$ cat src/rtl/instruction_dispatcher_pkg.sv
// Shared opcode and FSM state encodings for the instruction dispatcher and its bench.
// The decode helper keeps the "does this opcode produce a payload" rule in one place.
package instruction_dispatcher_pkg;

  typedef logic [1:0] opcode_t;

  localparam opcode_t OP_NOP     = 2'b00;
  localparam opcode_t OP_WRREG   = 2'b01;
  localparam opcode_t OP_WRMEM   = 2'b10;
  localparam opcode_t OP_ILLEGAL = 2'b11;

  localparam logic [1:0] ST_IDLE = 2'b00;
  localparam logic [1:0] ST_LOAD = 2'b01;
  localparam logic [1:0] ST_HOLD = 2'b10;

  function automatic logic is_dispatchable(input opcode_t op);
    return (op == OP_WRREG) || (op == OP_WRMEM);
  endfunction

endpackage

$ cat src/rtl/instruction_dispatcher_sync_fifo.sv
// Synchronous FIFO with occupancy count; pushes when full and pops when empty are ignored.
// DEPTH must be a power of two so the pointers wrap by natural overflow.
module sync_fifo #(
  parameter int WIDTH = 32,
  parameter int DEPTH = 4,
  localparam int AW = $clog2(DEPTH),
  localparam int CW = AW + 1
) (
  input  logic             clk,
  input  logic             reset_n,
  input  logic             push,
  input  logic [WIDTH-1:0] push_data,
  input  logic             pop,
  output logic [WIDTH-1:0] head,
  output logic [CW-1:0]    count,
  output logic             full,
  output logic             empty
);

  logic [WIDTH-1:0] mem_r [DEPTH];
  logic [AW-1:0]    wr_ptr_r;
  logic [AW-1:0]    rd_ptr_r;
  logic [CW-1:0]    count_r;
  logic             push_ok_s;
  logic             pop_ok_s;

  assign full      = (count_r == CW'(DEPTH));
  assign empty     = (count_r == {CW{1'b0}});
  assign push_ok_s = push && !full;
  assign pop_ok_s  = pop && !empty;
  assign head      = mem_r[rd_ptr_r];
  assign count     = count_r;

  // Storage array; contents are don't-care until written, so no reset.
  always_ff @(posedge clk) begin
    if (push_ok_s) begin
      mem_r[wr_ptr_r] <= push_data;
    end
  end

  // Pointers and occupancy; simultaneous push and pop leaves the count unchanged.
  always_ff @(posedge clk or negedge reset_n) begin
    if (!reset_n) begin
      wr_ptr_r <= {AW{1'b0}};
      rd_ptr_r <= {AW{1'b0}};
      count_r  <= {CW{1'b0}};
    end else begin
      if (push_ok_s) begin
        wr_ptr_r <= wr_ptr_r + AW'(1);
      end
      if (pop_ok_s) begin
        rd_ptr_r <= rd_ptr_r + AW'(1);
      end
      case ({push_ok_s, pop_ok_s})
        2'b10:   count_r <= count_r + CW'(1);
        2'b01:   count_r <= count_r - CW'(1);
        default: count_r <= count_r;
      endcase
    end
  end

endmodule

$ cat src/rtl/instruction_dispatcher.sv
// Pulls instruction words from a FIFO, decodes the opcode and presents register/memory
// writes to a demultiplexer with a valid/ack handshake; NOP and ILLEGAL words are dropped.
module instruction_dispatcher
  import instruction_dispatcher_pkg::*;
#(
  parameter int DATA_BITS  = 32,
  parameter int FIFO_DEPTH = 4,
  localparam int CW = $clog2(FIFO_DEPTH) + 1
) (
  input  logic                 clk,
  input  logic                 reset_n,
  input  logic [DATA_BITS-1:0] in_data,
  input  logic                 in_valid,
  output logic                 in_ready,
  output logic                 selector,
  output logic [DATA_BITS-1:0] data,
  output logic                 out_valid,
  input  logic                 out_ack,
  output logic                 illegal,
  output logic [CW-1:0]        fifo_count,
  output logic [15:0]          dispatched
);

  logic [1:0]           state_r;
  logic [1:0]           state_nx_s;
  logic                 selector_r;
  logic [DATA_BITS-1:0] data_r;
  logic                 out_valid_r;
  logic                 illegal_r;
  logic [15:0]          dispatched_r;

  logic [DATA_BITS-1:0] head_s;
  logic [CW-1:0]        count_s;
  logic                 full_s;
  logic                 empty_s;
  logic                 push_s;
  logic                 pop_s;
  opcode_t              op_s;
  logic                 load_out_s;
  logic                 set_ill_s;
  logic                 ack_s;
  logic                 remain_s;
  logic                 nonempty_next_s;

  sync_fifo #(
    .WIDTH (DATA_BITS),
    .DEPTH (FIFO_DEPTH)
  ) u_fifo (
    .clk       (clk),
    .reset_n   (reset_n),
    .push      (push_s),
    .push_data (in_data),
    .pop       (pop_s),
    .head      (head_s),
    .count     (count_s),
    .full      (full_s),
    .empty     (empty_s)
  );

  assign in_ready   = !full_s;
  assign push_s     = in_valid && in_ready;
  assign pop_s      = (state_r == ST_LOAD) && !empty_s;
  assign op_s       = head_s[DATA_BITS-1 -: 2];
  // Occupancy after this edge: LOAD removes one word, a concurrent push adds one.
  assign remain_s        = (count_s > CW'(1)) || push_s;
  assign nonempty_next_s = !empty_s || push_s;

  assign selector   = selector_r;
  assign data       = data_r;
  assign out_valid  = out_valid_r;
  assign illegal    = illegal_r;
  assign fifo_count = count_s;
  assign dispatched = dispatched_r;

  // Next-state and action decode for IDLE/LOAD/HOLD.
  always_comb begin
    state_nx_s = state_r;
    load_out_s = 1'b0;
    set_ill_s  = 1'b0;
    ack_s      = 1'b0;
    case (state_r)
      ST_IDLE: begin
        if (!empty_s) begin
          state_nx_s = ST_LOAD;
        end else begin
          state_nx_s = ST_IDLE;
        end
      end
      ST_LOAD: begin
        if (is_dispatchable(op_s)) begin
          load_out_s = 1'b1;
          state_nx_s = ST_HOLD;
        end else begin
          set_ill_s  = (op_s == OP_ILLEGAL);
          state_nx_s = remain_s ? ST_LOAD : ST_IDLE;
        end
      end
      ST_HOLD: begin
        if (out_ack) begin
          ack_s      = 1'b1;
          state_nx_s = nonempty_next_s ? ST_LOAD : ST_IDLE;
        end else begin
          state_nx_s = ST_HOLD;
        end
      end
      default: begin
        state_nx_s = ST_IDLE;
      end
    endcase
  end

  // State, held payload, sticky illegal flag and dispatch counter.
  always_ff @(posedge clk or negedge reset_n) begin
    if (!reset_n) begin
      state_r      <= ST_IDLE;
      selector_r   <= 1'b0;
      data_r       <= {DATA_BITS{1'b0}};
      out_valid_r  <= 1'b0;
      illegal_r    <= 1'b0;
      dispatched_r <= 16'h0000;
    end else begin
      state_r <= state_nx_s;
      if (load_out_s) begin
        selector_r  <= (op_s == OP_WRMEM);
        data_r      <= {2'b00, head_s[DATA_BITS-3:0]};
        out_valid_r <= 1'b1;
      end else if (ack_s) begin
        out_valid_r <= 1'b0;
      end
      if (set_ill_s) begin
        illegal_r <= 1'b1;
      end
      if (ack_s) begin
        dispatched_r <= dispatched_r + 16'd1;
      end
    end
  end

endmodule

$ cat config.mk
export PLATFORM = sky130hd
export DESIGN_NAME = instruction_dispatcher
export DESIGN_NICKNAME = d
export VERILOG_FILES = /design/src/rtl/instruction_dispatcher_pkg.sv /design/src/rtl/instruction_dispatcher_sync_fifo.sv /design/src/rtl/instruction_dispatcher.sv
export SDC_FILE = /design/constraint.sdc
export NUM_CORES = 1
export LEC_CHECK = 0
export ABC_AREA = 0
export CAP_MARGIN = 40
export CORE_MARGIN = 5
export CORE_UTILIZATION = 30
export CTS_CLUSTER_DIAMETER = 120
export DETAILED_ROUTE_END_ITERATION = 16
export GPL_TIMING_DRIVEN = 0
export PLACE_DENSITY = 0.56
export SLEW_MARGIN = 15
export SYNTH_ARGS = -nofsm -noshare
export SYNTH_HDL_FRONTEND = slang
export SYNTH_SLANG_ARGS = --single-unit
export TNS_END_PERCENT = 100
$ cat constraint.sdc
create_clock -name clk -period 4.5 [get_ports clk]
set_clock_uncertainty 0.1 [all_clocks]
set_input_delay 1.35 -clock clk [delete_from_list [all_inputs] [get_ports clk]]
set_output_delay 1.35 -clock clk [all_outputs]
set_load 0.02 [all_outputs]
# Word-level counts from Yosys, hierarchy flattened
# Memories as Yosys holds them, arrays and structs flattened.
# Cells that the tools add are included.
[word_totals]
regBits = 58
latchBits = 0
mem_bits_rw = 128
romBits = 0
wordCells = 54
n_memories = 1
[memory_table]
columns = ["memory", "depth", "width", "rd", "rd_clocked_by_memory_dff", "write_ports", "line", "text"]
rows = [
  ["u_fifo.mem_r", 4, 32, 1, 0, 1, "instruction_dispatcher_sync_fifo.sv:20", "logic [WIDTH-1:0] mem_r [DEPTH];"],
]
[classes]
n_addsub = 5
multipliers = 0
n_div = 0
n_lt_le_gt_ge = 1
n_eq_ne = 8
shifts = 0
mux = 17
bitwise = 0
reduce_logical = 13
[op_table]
columns = ["op", "count"]
rows = [
  ["16-bit by 1-bit adder with 16-bit output (second input constant)", 1],
  ["1-bit two-way mux", 13],
  ["2-bit equality test (second input constant)", 4],
  ["2-bit by 1-bit equality test with 1-bit output (second input constant)", 3],
  ["2-bit case mux with 3 select lines", 1],
  ["3-bit case mux with 2 select lines", 1],
  ["2-bit by 1-bit adder with 2-bit output (second input constant)", 2],
  ["1-bit logical AND", 4],
  ["2-bit two-way mux", 2],
  ["2-bit nonzero test", 2],
  ["3-bit by 1-bit adder with 3-bit output (second input constant)", 1],
  ["3-bit equality test (second input constant)", 1],
  ["3-bit by 1-bit > comparator with 1-bit output (second input constant)", 1],
  ["3-bit zero test", 1],
  ["1-bit logical OR", 3],
  ["3-bit by 1-bit subtractor with 3-bit output (second input constant)", 1],
  ["1-bit zero test", 2],
  ["2-bit zero test", 1],
]

# Depth between registers and ports, before layout
[depth]
word_depth = 7
mapped_depth = 9

# Hierarchy
# A second synthesis with hierarchy kept.
[unflattened]
hier_cells = 354
area_unflattened_um2 = 7201.9
[by_module_without_submodules]
columns = ["mod", "n_inst", "cells_per_inst", "area_each_um2", "seq_area_each_um2"]
rows = [
  ["sync_fifo", 1, 205, 5091.1, 4018.9],
  ["instruction_dispatcher", 1, 149, 2110.8, 1276.2],
]

# Worst setup path after synthesis
# Ideal clock, no wire load.
[synth_timing]
path_kind = "input to register"
from = "input port in_valid"
to = "memory u_fifo.mem_r[0][0], enable pin"
setup_ps = 392
arrival_ps = 2176
required_time_ps = 4008
setup_slack_ps = 1832
cell_stages = 1
path_cell_list = "and3_1"
[synth_between]
elab_chain_cells = 4
[synth_rtl]
columns = ["item", "line", "text"]
rows = [
  ["start: declaration", "instruction_dispatcher.sv:13", "input logic in_valid,"],
  ["1-bit logical AND", "instruction_dispatcher.sv:61", "assign push_s = in_valid && in_ready;"],
  ["1-bit logical AND", "instruction_dispatcher_sync_fifo.sv:29", "assign push_ok_s = push && !full;"],
  ["1-bit two-way mux", "instruction_dispatcher_sync_fifo.sv:36", "if (push_ok_s) begin"],
  ["1-bit two-way mux (implied by the code)", "instruction_dispatcher_sync_fifo.sv:37", "mem_r[wr_ptr_r] <= push_data;"],
  ["end: declaration", "instruction_dispatcher_sync_fifo.sv:20", ""],
]
# No other way between the ends.

# Worst setup path in the final report
[layout_timing]
from = "register u_fifo.count_r[0] (netlist: u_fifo.count[0])"
to = "output port in_ready"
[layout_between]
elab_chain_cells = 2
[layout_rtl]
columns = ["item", "line", "text"]
rows = [
  ["start: declaration", "instruction_dispatcher_sync_fifo.sv:23", "logic [CW-1:0] count_r;"],
  ["start signal: assignment", "instruction_dispatcher_sync_fifo.sv:46", "count_r <= {CW{1'b0}};"],
  ["start signal: assignment", "instruction_dispatcher_sync_fifo.sv:55", "2'b10: count_r <= count_r + CW'(1);"],
  ["start signal: assignment", "instruction_dispatcher_sync_fifo.sv:56", "2'b01: count_r <= count_r - CW'(1);"],
  ["3-bit equality test", "instruction_dispatcher_sync_fifo.sv:27", "assign full = (count_r == CW'(DEPTH));"],
  ["1-bit zero test", "instruction_dispatcher.sv:60", "assign in_ready = !full_s;"],
  ["end: declaration", "instruction_dispatcher.sv:14", "output logic in_ready,"],
]
# No other way between the ends.

==> flow_summary_export.csv <==
group,metric,value,unit
cells_and_area,antenna_cells,0,
clocking,clk_pin_slew_worst_paths,70,ps
route,drt_iter0_drc,140,
timing,worst_pin_slew,568,ps
worst_setup_path,cp_top_family,"buffers and inverters",
die,initial_core_util,0.303,
timing,period_needed,3470,ps
cells_and_area,final_layout_size_suffix_gt1_frac,0.247,
timing,timing_hold_violations_final,0,
clocking,post_cts_buffers,0,
clocking,numCtsBuffers,17,
die,fp.dieW,166,µm
worst_setup_path,rrSetupSlack,1720,ps
die,io_pins,91,
clocking,cts.htree.levels,4,
worst_setup_path,timing.rr.end,"selector$_DFFE_PN0P_",
clocking,cts_buffer_depth,2,
global_route,antenna_found_initial,0,
synth,ys_seq_area_frac,0.721,
worst_setup_path,crit_buf_inv,2,
place,place_congestion,0.679,
timing,rsz0062_at_grt,"false",
clocking,clock_latency,420,ps
timing,fin_hold_ws,386,ps
global_route,grt_max_degree,47,
cells_and_area,nNetsFinal,525,
worst_setup_path,critPathLaunchType,"flop",
worst_setup_path,crit_chain,"inv_1 > ha_1 > nand2_1 > clkdlybuf4s50_1",
clocking,cts_tree,"built",
global_route,grt_pass1_wl,23.5,mm
timing,fmax,0.288,GHz
cells_and_area,mostFrequentLayoutCell,"edfxtp_1",
route,drtPass1Iterations,4,
worst_setup_path,criticalPathCategory,"reg2out",
outcome,status,"complete, no violations",
synth,avgSynthCellArea,20.2,µm²
place,dp.cells,782,
power_and_ir_drop,static-leakage-power,3.45,nW
clocking,cts.repair.resized,0,
worst_setup_path,cp.required,3050,ps
route,remaining_drc_errors,0,
route,postRouteAntennaNets,0,
cells_and_area,fin_util,0.386,
route,wl_per_cell,18.0,µm
route,vias,3572,
power_and_ir_drop,ir_worst_vdd,215,µV
timing,max-slew-margin-rel,0.621,
worst_setup_path,cp_num_cells,4,
timing,maxSlewViolCount,0,
global_route,gr-usage-all-layers,0.111,
global_route,grt_pass1_vias,4035,
die,die_h,166,µm
die,row_count,57,
cells_and_area,nFillCells,2244,
cells_and_area,final_cell_mix,"edfxtp_1 (128), clkdlybuf4s50_1 (87), dfrtp_1 (58), mux4_2 (28), mux2_4 (26)",
place,io_buffers,88,
timing,setup_viol,0,
worst_setup_path,cp.arrival,2020,ps
synth,ys_types,39,
worst_setup_path,crit_end,"in_ready",
cells_and_area,fin_cells,814,
worst_setup_path,cp_max_fo,6,
cells_and_area,synthToLayoutAreaGrowth,27.2,%
synth,netlist_area,7350,µm²
power_and_ir_drop,power_density,684,nW/µm²
job,max_cap_viol_count,0,
worst_setup_path,ff2ff_path_depth,7,
clocking,clock_sinks,186,
synth,synth_cells,364,
worst_hold_path,hold_path_class,"reg2reg",
timing,period_share,0.772,
route,detail_route.vias_per_cell,4.39,
place,dp_hpwl,9.66,mm
synth,ys_seq_elements,186,
die,core-area,24200,µm²
worst_setup_path,critical-path-max-stage-delay,630,ps
route,wl,14.7,mm
worst_setup_path,cp_slowest_cell,"clkdlybuf4s50_1",
global_route,grt_remaining_overflow,0,
worst_setup_path,r2r_start,"u_fifo.rd_ptr_r[1]$_DFFE_PN0P_",
worst_setup_path,crit_start,"u_fifo.count[0]$_DFFE_PN0P_",
worst_setup_path,critical_path.endpoint_type,"output port",
synth,yosys_warnings,0,
clocking,clockRootBuffer,"clkbuf_16",
die,design.die.area,27700,µm²
clocking,hold_buffers,0,
==> layer usage <==
metal / vias to the layer above / track usage / wire (µm)
li1: 1623 / - / -
met3: 14 / 0.0303 / 563
met4: 0 / 0.0359 / 178
met1: 1870 / 0.139 / 6540
met5: - / 0 / 0
met2: 65 / 0.188 / 7380
==> cells by family (layout without fill, tap and decap cells) <==
kind of cell | count (synthesis) | in the layout | synth area share
compound gates | 9 | 9 | 0.00766
xor+xnor | 21 | 21 | 0.0250
fa+ha+maj | 12 | 12 | 0.0204
buf+inv | 27 | 152 | 0.0250
flops | 186 | 186 | 0.721
mux | 65 | 65 | 0.164
other cells | 1 | 2 | 0.000510
simple gates | 43 | 43 | 0.0368
==> stage by stage <==
stage	power [mW]	setup TNS (ps)	worst slack, ps	instance area [µm²]
after floorplan	4.14	0	1830	7350
after global placement	4.94	-19430	-343	8640
after detailed placement	5.06	0	1260	8780
after CTS	6.53	0	997	9350
after global routing	6.78	0	918	9350
final	6.39	0	1030	9350
==> registers in the layout, indices dropped and copies added, names as in the netlist <==
| register | flops |
|---|---|
| u_fifo.mem_r | 128 |
| data | 30 |
| dispatched | 16 |
| u_fifo.count | 3 |
| state_r | 2 |
| u_fifo.rd_ptr_r | 2 |
| u_fifo.wr_ptr_r | 2 |
| illegal | 1 |
| out_valid | 1 |
| selector | 1 |
==> cell type report <==
type	count	area, µm²	share of cell area
timing repair buffer	93	1020	0.109
tap	324	405	0.0434
clock inverter	14	133	0.0142
clock buffer	18	439	0.0470
inverter	13	48.8	0.00522
buffer	14	135	0.0145
sequential	186	5300	0.566
multi-input combinational	152	1880	0.201
==> report_power, final <==
| group | internal [mW] | switching, mW | leakage (nW) |
|---|---|---|---|
| registers | 2.31 | 0.203 | 1.88 |
| clock network | 0.747 | 0.699 | 0.275 |
| logic | 1.31 | 1.13 | 1.30 |
==> cell usage after synthesis (all sizes together) <==
| cell | instances | share of area |
|---|---|---|
| or2 | 1 | 0.00085 |
| nor2 | 9 | 0.0056 |
| mux4 | 32 | 0.10 |
| nor4 | 2 | 0.0046 |
| and3 | 4 | 0.0034 |
| clkbuf | 1 | 0.00051 |
| edfxtp | 128 | 0.52 |
| inv | 13 | 0.0066 |
| nand3 | 4 | 0.0027 |
| mux2i | 1 | 0.0014 |
| ha | 12 | 0.020 |
| conb | 1 | 0.00051 |
| o21bai | 1 | 0.0010 |
| nand4b | 2 | 0.0032 |
| o21ai | 5 | 0.0034 |
| nand4 | 4 | 0.0043 |
| a32o | 1 | 0.0014 |
| a31o | 1 | 0.0012 |
| xnor2 | 17 | 0.020 |
| xor2 | 4 | 0.0048 |
| nand2 | 13 | 0.0066 |
| nand2b | 1 | 0.00085 |
| dfrtp | 58 | 0.20 |
| and2b | 1 | 0.0010 |
| a21oi | 1 | 0.00068 |
| buf | 13 | 0.018 |
| nand3b | 1 | 0.0027 |
| and2 | 1 | 0.00085 |
| mux2 | 32 | 0.062 |
==> worst min path at each step <==
| stage | startpoint | slack [ps] | endpoint | cells past startpoint |
|---|---|---|---|---|
| global route | data[1]$_DFFE_PN0P_ | 430 | data[1]$_DFFE_PN0P_ | 1 |
| CTS | dispatched[15]$_DFFE_PN0P_ | 390 | dispatched[15]$_DFFE_PN0P_ | 1 |
| global placement | dispatched[15]$_DFFE_PN0P_ | 360 | dispatched[15]$_DFFE_PN0P_ | 1 |
| detailed placement | dispatched[15]$_DFFE_PN0P_ | 380 | dispatched[15]$_DFFE_PN0P_ | 1 |
| floorplan | state_r[0]$_DFF_PN0_ | 430 | state_r[0]$_DFF_PN0_ | 1 |
| finish | dispatched[15]$_DFFE_PN0P_ | 390 | dispatched[15]$_DFFE_PN0P_ | 1 |
Power figures use the tool's default switching activity.
